## src/rtl/calc_pkg.sv

```systemverilog
// calc_pkg: key codes, operator/state/error encodings shared by the calculator
package calc_pkg;

    localparam logic [3:0] KEY_CLR = 4'hA;
    localparam logic [3:0] KEY_EXE = 4'hB;
    localparam logic [3:0] KEY_DIV = 4'hC;
    localparam logic [3:0] KEY_MUL = 4'hD;
    localparam logic [3:0] KEY_SUB = 4'hE;
    localparam logic [3:0] KEY_ADD = 4'hF;

    typedef enum logic [1:0] {OP_ADD = 2'd0, OP_SUB = 2'd1, OP_MUL = 2'd2, OP_DIV = 2'd3} op_e;

    typedef enum logic [2:0] {
        S_IDLE    = 3'd0,
        S_ENTER_A = 3'd1,
        S_OPER    = 3'd2,
        S_ENTER_B = 3'd3,
        S_CALC    = 3'd4,
        S_RESULT  = 3'd5,
        S_ERROR   = 3'd6
    } state_e;

    typedef enum logic [1:0] {ERR_NONE = 2'b00, ERR_DIV0 = 2'b01, ERR_CHAIN = 2'b10} err_e;

    // Operator keys C..F map to div..add, which is the inverse of the low two code bits
    function automatic op_e key_to_op(input logic [3:0] k);
        return op_e'(~k[1:0]);
    endfunction

endpackage

```

## src/rtl/calc_controller_seq_divider.sv

```systemverilog
// seq_divider: restoring unsigned divider producing one quotient bit per cycle
module seq_divider #(
    parameter int WIDTH = 10
) (
    input  logic             clk,
    input  logic             abort,
    input  logic             start,
    input  logic [WIDTH-1:0] dividend,
    input  logic [WIDTH-1:0] divisor,
    output logic [WIDTH-1:0] quotient,
    output logic             done
);

    localparam int CW = $clog2(WIDTH + 1);

    logic [WIDTH-1:0] rem_q, rem_d, quo_q, quo_d, src_rem, src_quo;
    logic [WIDTH:0]   trial;
    logic [CW-1:0]    cnt_q, cnt_d;
    logic             run_q, run_d, done_q, done_d, step, ge;

    // One restoring step per cycle; start folds the first step into the operand load
    always_comb begin
        step    = start | run_q;
        src_rem = start ? '0 : rem_q;
        src_quo = start ? dividend : quo_q;
        trial   = {src_rem, src_quo[WIDTH-1]};
        ge      = trial >= {1'b0, divisor};
        rem_d   = step ? (ge ? WIDTH'(trial - {1'b0, divisor}) : trial[WIDTH-1:0]) : rem_q;
        quo_d   = step ? {src_quo[WIDTH-2:0], ge} : quo_q;
        cnt_d   = start ? CW'(WIDTH - 1) : (run_q ? cnt_q - 1'b1 : cnt_q);
        run_d   = start ? (WIDTH > 1) : (run_q && cnt_q > CW'(1));
        done_d  = start ? (WIDTH == 1) : (run_q && cnt_q == CW'(1));
    end

    // Divider registers; abort drops any division in flight
    always_ff @(posedge clk) begin
        if (abort) begin
            rem_q  <= '0;
            quo_q  <= '0;
            cnt_q  <= '0;
            run_q  <= 1'b0;
            done_q <= 1'b0;
        end else begin
            rem_q  <= rem_d;
            quo_q  <= quo_d;
            cnt_q  <= cnt_d;
            run_q  <= run_d;
            done_q <= done_d;
        end
    end

    assign quotient = quo_q;
    assign done     = done_q;

endmodule

```

## src/rtl/calc_controller.sv

```systemverilog
// calc_controller: keypad calculator assembling signed operands and running add/sub/mul/div
module calc_controller
    import calc_pkg::*;
#(
    parameter int DIGITS = 3,
    parameter int WIDTH  = 10
) (
    input  logic               clk,
    input  logic               reset,
    input  logic               key_valid,
    input  logic [3:0]         key_code,
    input  logic               neg_a,
    input  logic               neg_b,
    output logic [2:0]         state_o,
    output logic [1:0]         op_o,
    output logic [WIDTH-1:0]   a_mag,
    output logic               a_neg,
    output logic [WIDTH-1:0]   b_mag,
    output logic               b_neg,
    output logic [2*WIDTH-1:0] res_mag,
    output logic               res_neg,
    output logic [2*WIDTH-1:0] disp_mag,
    output logic               disp_neg,
    output logic               busy,
    output logic [1:0]         err_o
);

    localparam int CW  = $clog2(DIGITS + 1);
    localparam int RMW = 2 * WIDTH;
    localparam int RW  = 2 * WIDTH + 1;

    if (10 ** DIGITS - 1 >= 2 ** WIDTH) begin : g_width_check
        $error("calc_controller: WIDTH cannot hold DIGITS decimal digits");
    end

    state_e             state_q, state_d;
    op_e                op_q, op_d;
    err_e               err_q, err_d;
    logic [WIDTH-1:0]   a_mag_q, a_mag_d, b_mag_q, b_mag_d, dig, div_quo;
    logic               a_neg_q, a_neg_d, b_neg_q, b_neg_d, res_neg_q, res_neg_d;
    logic [CW-1:0]      cnt_q, cnt_d;
    logic [RMW-1:0]     res_mag_q, res_mag_d, disp_mag_q, disp_mag_d, calc_mag;
    logic               disp_neg_q, disp_neg_d, calc_neg;
    logic               key_prev_q, was_calc_q, was_calc_d;
    logic               ev, is_dig, is_op, is_exe, is_clr, div_start, div_done;
    logic signed [RW-1:0] sa, sb, sr, sabs;

    seq_divider #(.WIDTH(WIDTH)) u_div (
        .clk      (clk),
        .abort    (reset | is_clr),
        .start    (div_start),
        .dividend (a_mag_q),
        .divisor  (b_mag_q),
        .quotient (div_quo),
        .done     (div_done)
    );

    // Key decode, signed arithmetic, next-state/operand update and display select
    always_comb begin
        ev         = key_valid & ~key_prev_q;
        is_dig     = ev && key_code <= 4'd9;
        is_op      = ev && key_code >= KEY_DIV;
        is_exe     = ev && key_code == KEY_EXE;
        is_clr     = ev && key_code == KEY_CLR;
        dig        = WIDTH'(key_code);
        sa         = a_neg_q ? -RW'(a_mag_q) : RW'(a_mag_q);
        sb         = b_neg_q ? -RW'(b_mag_q) : RW'(b_mag_q);
        sr         = op_q == OP_ADD ? sa + sb : op_q == OP_SUB ? sa - sb : sa * sb;
        sabs       = sr[RW-1] ? -sr : sr;
        calc_mag   = RMW'(sabs);
        calc_neg   = sr[RW-1];
        was_calc_d = state_q == S_CALC;
        div_start  = state_q == S_CALC && op_q == OP_DIV && b_mag_q != '0 && !was_calc_q;
        state_d    = state_q;
        op_d       = op_q;
        err_d      = err_q;
        a_mag_d    = a_mag_q;
        a_neg_d    = a_neg_q;
        b_mag_d    = b_mag_q;
        b_neg_d    = b_neg_q;
        cnt_d      = cnt_q;
        res_mag_d  = res_mag_q;
        res_neg_d  = res_neg_q;
        case (state_q)
            S_IDLE, S_RESULT: begin
                if (is_dig) begin
                    state_d   = S_ENTER_A;
                    a_mag_d   = dig;
                    a_neg_d   = neg_a;
                    cnt_d     = CW'(1);
                    res_mag_d = '0;
                    res_neg_d = 1'b0;
                end else if (is_op && state_q == S_IDLE) begin
                    state_d = S_OPER;
                    a_mag_d = '0;
                    a_neg_d = 1'b0;
                    op_d    = key_to_op(key_code);
                end else if (is_op) begin
                    if (res_mag_q[RMW-1:WIDTH] == '0) begin
                        state_d = S_OPER;
                        a_mag_d = WIDTH'(res_mag_q);
                        a_neg_d = res_neg_q;
                        op_d    = key_to_op(key_code);
                        cnt_d   = '0;
                    end else begin
                        state_d = S_ERROR;
                        err_d   = ERR_CHAIN;
                    end
                end
            end
            S_ENTER_A: begin
                if (is_dig) begin
                    a_neg_d = neg_a;
                    if (cnt_q < CW'(DIGITS)) begin
                        a_mag_d = WIDTH'(a_mag_q * 10 + key_code);
                        cnt_d   = cnt_q + 1'b1;
                    end
                end else if (is_op) begin
                    state_d = S_OPER;
                    op_d    = key_to_op(key_code);
                    cnt_d   = '0;
                end
            end
            S_OPER: begin
                if (is_dig) begin
                    state_d = S_ENTER_B;
                    b_mag_d = dig;
                    b_neg_d = neg_b;
                    cnt_d   = CW'(1);
                end else if (is_op) begin
                    op_d = key_to_op(key_code);
                end
            end
            S_ENTER_B: begin
                if (is_dig) begin
                    b_neg_d = neg_b;
                    if (cnt_q < CW'(DIGITS)) begin
                        b_mag_d = WIDTH'(b_mag_q * 10 + key_code);
                        cnt_d   = cnt_q + 1'b1;
                    end
                end else if (is_exe) begin
                    state_d = S_CALC;
                end
            end
            S_CALC: begin
                if (op_q != OP_DIV) begin
                    state_d   = S_RESULT;
                    res_mag_d = calc_mag;
                    res_neg_d = calc_neg;
                end else if (b_mag_q == '0) begin
                    state_d = S_ERROR;
                    err_d   = ERR_DIV0;
                end else if (div_done) begin
                    state_d   = S_RESULT;
                    res_mag_d = RMW'(div_quo);
                    res_neg_d = (a_neg_q ^ b_neg_q) && div_quo != '0;
                end
            end
            S_ERROR: ;
            default: state_d = S_IDLE;
        endcase
        if (is_clr) begin
            state_d   = S_IDLE;
            op_d      = OP_ADD;
            err_d     = ERR_NONE;
            a_mag_d   = '0;
            a_neg_d   = 1'b0;
            b_mag_d   = '0;
            b_neg_d   = 1'b0;
            cnt_d     = '0;
            res_mag_d = '0;
            res_neg_d = 1'b0;
        end
        disp_mag_d = state_q == S_ENTER_B ? RMW'(b_mag_q) :
                     state_q == S_CALC    ? disp_mag_q :
                     state_q == S_RESULT  ? res_mag_q :
                     state_q == S_ERROR   ? '0 : RMW'(a_mag_q);
        disp_neg_d = state_q == S_ENTER_B ? b_neg_q :
                     state_q == S_CALC    ? disp_neg_q :
                     state_q == S_RESULT  ? res_neg_q :
                     state_q == S_ERROR   ? 1'b0 : a_neg_q;
    end

    // Controller registers
    always_ff @(posedge clk) begin
        if (reset) begin
            state_q    <= S_IDLE;
            op_q       <= OP_ADD;
            err_q      <= ERR_NONE;
            a_mag_q    <= '0;
            a_neg_q    <= 1'b0;
            b_mag_q    <= '0;
            b_neg_q    <= 1'b0;
            cnt_q      <= '0;
            res_mag_q  <= '0;
            res_neg_q  <= 1'b0;
            disp_mag_q <= '0;
            disp_neg_q <= 1'b0;
            key_prev_q <= 1'b0;
            was_calc_q <= 1'b0;
        end else begin
            state_q    <= state_d;
            op_q       <= op_d;
            err_q      <= err_d;
            a_mag_q    <= a_mag_d;
            a_neg_q    <= a_neg_d;
            b_mag_q    <= b_mag_d;
            b_neg_q    <= b_neg_d;
            cnt_q      <= cnt_d;
            res_mag_q  <= res_mag_d;
            res_neg_q  <= res_neg_d;
            disp_mag_q <= disp_mag_d;
            disp_neg_q <= disp_neg_d;
            key_prev_q <= key_valid;
            was_calc_q <= was_calc_d;
        end
    end

    assign state_o  = state_q;
    assign op_o     = op_q;
    assign err_o    = err_q;
    assign a_mag    = a_mag_q;
    assign a_neg    = a_neg_q;
    assign b_mag    = b_mag_q;
    assign b_neg    = b_neg_q;
    assign res_mag  = res_mag_q;
    assign res_neg  = res_neg_q;
    assign disp_mag = disp_mag_d;
    assign disp_neg = disp_neg_d;
    assign busy     = state_q == S_CALC;

endmodule

```

## config.mk

```make
export PLATFORM = sky130hd
export DESIGN_NAME = calc_controller
export DESIGN_NICKNAME = d
export VERILOG_FILES = /design/src/rtl/calc_pkg.sv /design/src/rtl/calc_controller_seq_divider.sv /design/src/rtl/calc_controller.sv
export SDC_FILE = /design/constraint.sdc
export NUM_CORES = 1
export LEC_CHECK = 0
export ABC_AREA = 1
export CAP_MARGIN = 20
export CORE_UTILIZATION = 40
export DETAILED_ROUTE_END_ITERATION = 7
export PLACE_DENSITY = 0.69
export SYNTH_ARGS = -nofsm -noshare
export SYNTH_HDL_FRONTEND = slang
export SYNTH_SLANG_ARGS = --single-unit
```

## constraint.sdc

```tcl
create_clock -name clk -period 9.6 [get_ports clk]
set_input_delay 1.92 -clock clk [delete_from_list [all_inputs] [get_ports clk]]
set_output_delay 1.92 -clock clk [all_outputs]
set_load 0.01 [all_outputs]
```

==> out/metrics.json <==
{
  "ys_async_sr_fraction": {"value": 0, "unit": "%"},
  "hp-class": {"value": "flip-flop to flip-flop"},
  "drcViolationCount": {"value": 0},
  "critical_path_required": {"value": 9.83, "unit": "ns"},
  "synthDominantAreaCellType": {"value": "fa_1"},
  "via_per_instance_ratio": {"value": 5.44},
  "num_vias": {"value": 17309},
  "final_core_util": {"value": 44.6, "unit": "%"},
  "timing.fmax": {"value": 112, "unit": "MHz"},
  "synthCells": {"value": 2600},
  "ys.warnings.count": {"value": 0},
  "post_cts_buffers": {"value": 0},
  "core-area": {"value": 42100, "unit": "µm²"},
  "synth_ff_type": {"value": "dfxtp_1"},
  "synth_top_area_share": {"value": 18.9, "unit": "%"},
  "r2r_slack": {"value": 0.68, "unit": "ns"},
  "period_needed": {"value": 8.92, "unit": "ns"},
  "placement_rows": {"value": 75},
  "timing.clock.skew": {"value": 0.0127, "unit": "ns"},
  "synth_cell_types": {"value": 60},
  "pwr_density_cell": {"value": 184, "unit": "nW/µm²"},
  "postCtsHoldBufs": {"value": 0},
  "crit_path_top_delay_cell": {"value": "dfxtp_1"},
  "criticalPathCategory": {"value": "flip-flop to flip-flop"},
  "dr.pass1.iters": {"value": 6},
  "synth_sequential_area_ratio": {"value": 11.8, "unit": "%"},
  "wl_per_cell": {"value": 18.2, "unit": "µm"},
  "placed_cells_incl_taps": {"value": 3166},
  "outcome": {"value": "finished clean"},
  "finalSetupTns": {"value": 0, "unit": "ns"},
  "total_leakage_power": {"value": 9.67, "unit": "nW"},
  "cpMostUsedCell": {"value": "nand2_1"},
  "synthesis.area_per_instance": {"value": 6.62, "unit": "µm²"},
  "antenna_found_initial": {"value": 0},
  "cp-start-kind": {"value": "flip-flop"},
  "synth.most_common_cell": {"value": "inv_1"},
  "placed_cell_area": {"value": 18500, "unit": "µm²"},
  "cp_max_fo": {"value": 21},
  "i_o_buffers": {"value": 80},
  "grt_setup_unrepaired": {"value": "no"},
  "fin_worst_hold_slack": {"value": 0.470, "unit": "ns"},
  "initial_utilization": {"value": 40.8, "unit": "%"},
  "layout.area.seq": {"value": 2020, "unit": "µm²"},
  "vdd_ir_drop_max": {"value": 167, "unit": "µV"},
  "worst_setup_hold_path_clk_slew": {"value": 0.08, "unit": "ns"},
  "setup_viol_count_final": {"value": 0},
  "post_synthesis_cell_area": {"value": 17200, "unit": "µm²"},
  "clock-sinks": {"value": 101},
  "detailedPlacementHpwl": {"value": 47600, "unit": "µm"},
  "ys_seq_elements": {"value": 101},
  "layout.cells.non_filler": {"value": 3184},
  "maxSlewHeadroom": {"value": 28.4, "unit": "%"},
  "final_net_count": {"value": 2976},
  "die_w": {"value": 209, "unit": "µm"},
  "root_buffer": {"value": "clkbuf_16"},
  "worstMarginPinSlew": {"value": 1.07, "unit": "ns"},
  "layout.filler_cells": {"value": 4304},
  "slowest_delay": {"value": 0.59, "unit": "ns"},
  "synthTopCellsByArea": {"value": "fa_1, inv_1, ha_1"},
  "drt_iter0_markers": {"value": 1450},
  "wirelength": {"value": 58000, "unit": "µm"},
  "critical_path.endpoint_type": {"value": "flip-flop"},
  "groute.usage.overall": {"value": 26.5, "unit": "%"},
  "final.period_utilization": {"value": 92.9, "unit": "%"},
  "final_design_area_no_fill": {"value": 18800, "unit": "µm²"},
  "area_taken_by_multi_input_logic_gates": {"value": 12600, "unit": "µm²"},
  "tritoncts": {"value": "yes"},
  "worst_skew_pair.late_latency": {"value": 0.37, "unit": "ns"},
  "drive_above_1_share": {"value": 4.20, "unit": "%"},
  "place_congestion": {"value": 1.01},
  "grt_first_pass_wirelength": {"value": 91400, "unit": "µm"},
  "syn-num-nets": {"value": 2936},
  "synth_top_cells_by_count": {"value": "inv_1, nand2_1, nor2_1, a21oi_1, ha_1"},
  "grt_pass1_vias": {"value": 16924},
  "syn2layout_area_growth": {"value": 9.35, "unit": "%"},
  "final-hold-violation-count": {"value": 0},
  "grt_max_degree": {"value": 53},
  "floorplan.io_pins": {"value": 81},
  "cap_violations": {"value": 0},
  "worstPathArrival": {"value": 9.15, "unit": "ns"},
  "fp.dieH": {"value": 209, "unit": "µm"},
  "antenna_violating_nets_remaining": {"value": 0},
  "cts-buffers-inserted": {"value": 9},
  "timing.final.max_slew_violations": {"value": 0},
  "post_cts_resize_count": {"value": 0},
  "die_area": {"value": 43800, "unit": "µm²"},
  "antennaDiodeCount": {"value": 0},
  "cts.htree.levels": {"value": 3},
  "synth_edf_count": {"value": 0},
  "clock_path_buffers": {"value": 2},
  "grt.overflow.total": {"value": 0}
}
-- critical path, delay by kind of cell, from the launching register on --
family,cells,cell delay (ns)
AO/OA/AOI/OAI,4,1.07
adder cells (fa/ha/maj),9,4.19
buffers and inverters,8,0.77
flip-flops,1,0.59
AND/OR/NAND/NOR,17,2.13
-- where the power goes --
part	switching (mW)	total (mW)	internal, mW	leakage [nW]
clock network	0.188	0.371	0.182	0.145
registers	0.116	0.600	0.485	0.820
logic	1.72	2.49	0.778	8.71
-- routing by layer --
metal  wire (µm)  track usage, %  vias to the layer above  share of wire, %
li1            -               -                     8196                 -
met1       24400            34.3                     8231                42
met5           0               0                        -                 0
met4        2190            10.7                        0               3.8
met3        4270            3.35                      135               7.4
met2       27200            44.7                      747                47
-- stage by stage --
stage          setup slack (ns)  total power [mW]
2_1_floorplan              1.93              2.25
3_3_place_gp              0.998              2.99
3_5_place_dp              0.858              3.01
4_1_cts                   0.835              3.40
5_1_grt                   0.148              3.73
6_report                  0.682              3.46
-- registers in the layout, summed over array words and instances, names as in the netlist, 2 cells and up --
register	count
u_div.rem_q	10
cnt_q	2
a_mag	10
res_mag	20
u_div.cnt_q	4
u_div.quotient	10
err_o	2
state_o	3
op_o	2
b_mag	10
disp_mag_q	20
-- final timing paths --
path,start,endpoint,cells after the start
setup / recovery,a_mag[0],res_mag[19],38
hold / removal,u_div.cnt_q[1],u_div.cnt_q[1],2
setup reg to reg,a_mag[0],res_mag[19],38
hold reg to reg,u_div.cnt_q[1],u_div.cnt_q[1],2
-- layout make-up --
class / instances / share of cell area, %
multi-input combinational: 1817 / 66.8
inverter: 613 / 12.2
sequential: 101 / 10.8
timing repair buffer: 98 / 5.02
tap: 539 / 3.59
clock buffer: 9 / 1.20
clock inverter: 7 / 0.359
-- cells in the final DEF (no fill, tap or decap), types with 3 or more instances in the layout --
| master | n |
|---|---|
| o21ai_0 | 132 |
| o22ai_1 | 12 |
| nand2_2 | 17 |
| fa_1 | 162 |
| or2_2 | 8 |
| o21bai_1 | 8 |
| nand3b_1 | 4 |
| o21ai_1 | 6 |
| nor3_1 | 24 |
| dfxtp_1 | 101 |
| nor2_1 | 269 |
| inv_1 | 583 |
| nor4_1 | 4 |
| a221oi_1 | 16 |
| clkdlybuf4s50_1 | 80 |
| xor2_1 | 41 |
| inv_2 | 22 |
| nand3_4 | 3 |
| nor2_4 | 5 |
| a31oi_1 | 12 |
| nor2_2 | 7 |
| o211ai_1 | 19 |
| a21oi_1 | 176 |
| buf_4 | 15 |
| a211oi_1 | 11 |
| xnor2_1 | 17 |
| nand2_1 | 483 |
| a21boi_0 | 3 |
| clkbuf_16 | 9 |
| nand4_1 | 25 |
| clkinv_1 | 7 |
| nand3_1 | 148 |
| ha_1 | 165 |
| o31ai_1 | 7 |
-- logic make-up after synthesis --
| logic type | Yosys count | share of synthesized area (%) |
|---|---|---|
| AND/OR/NAND/NOR | 1006 | 24.9 |
| buffers and inverters | 682 | 15.3 |
| AO/OA/AOI/OAI | 425 | 14.2 |
| flip-flops | 101 | 11.8 |
| adder cells (fa/ha/maj) | 327 | 30.9 |
| XOR/XNOR | 59 | 3.05 |
Note: power is estimated with default switching activity, not from simulation.
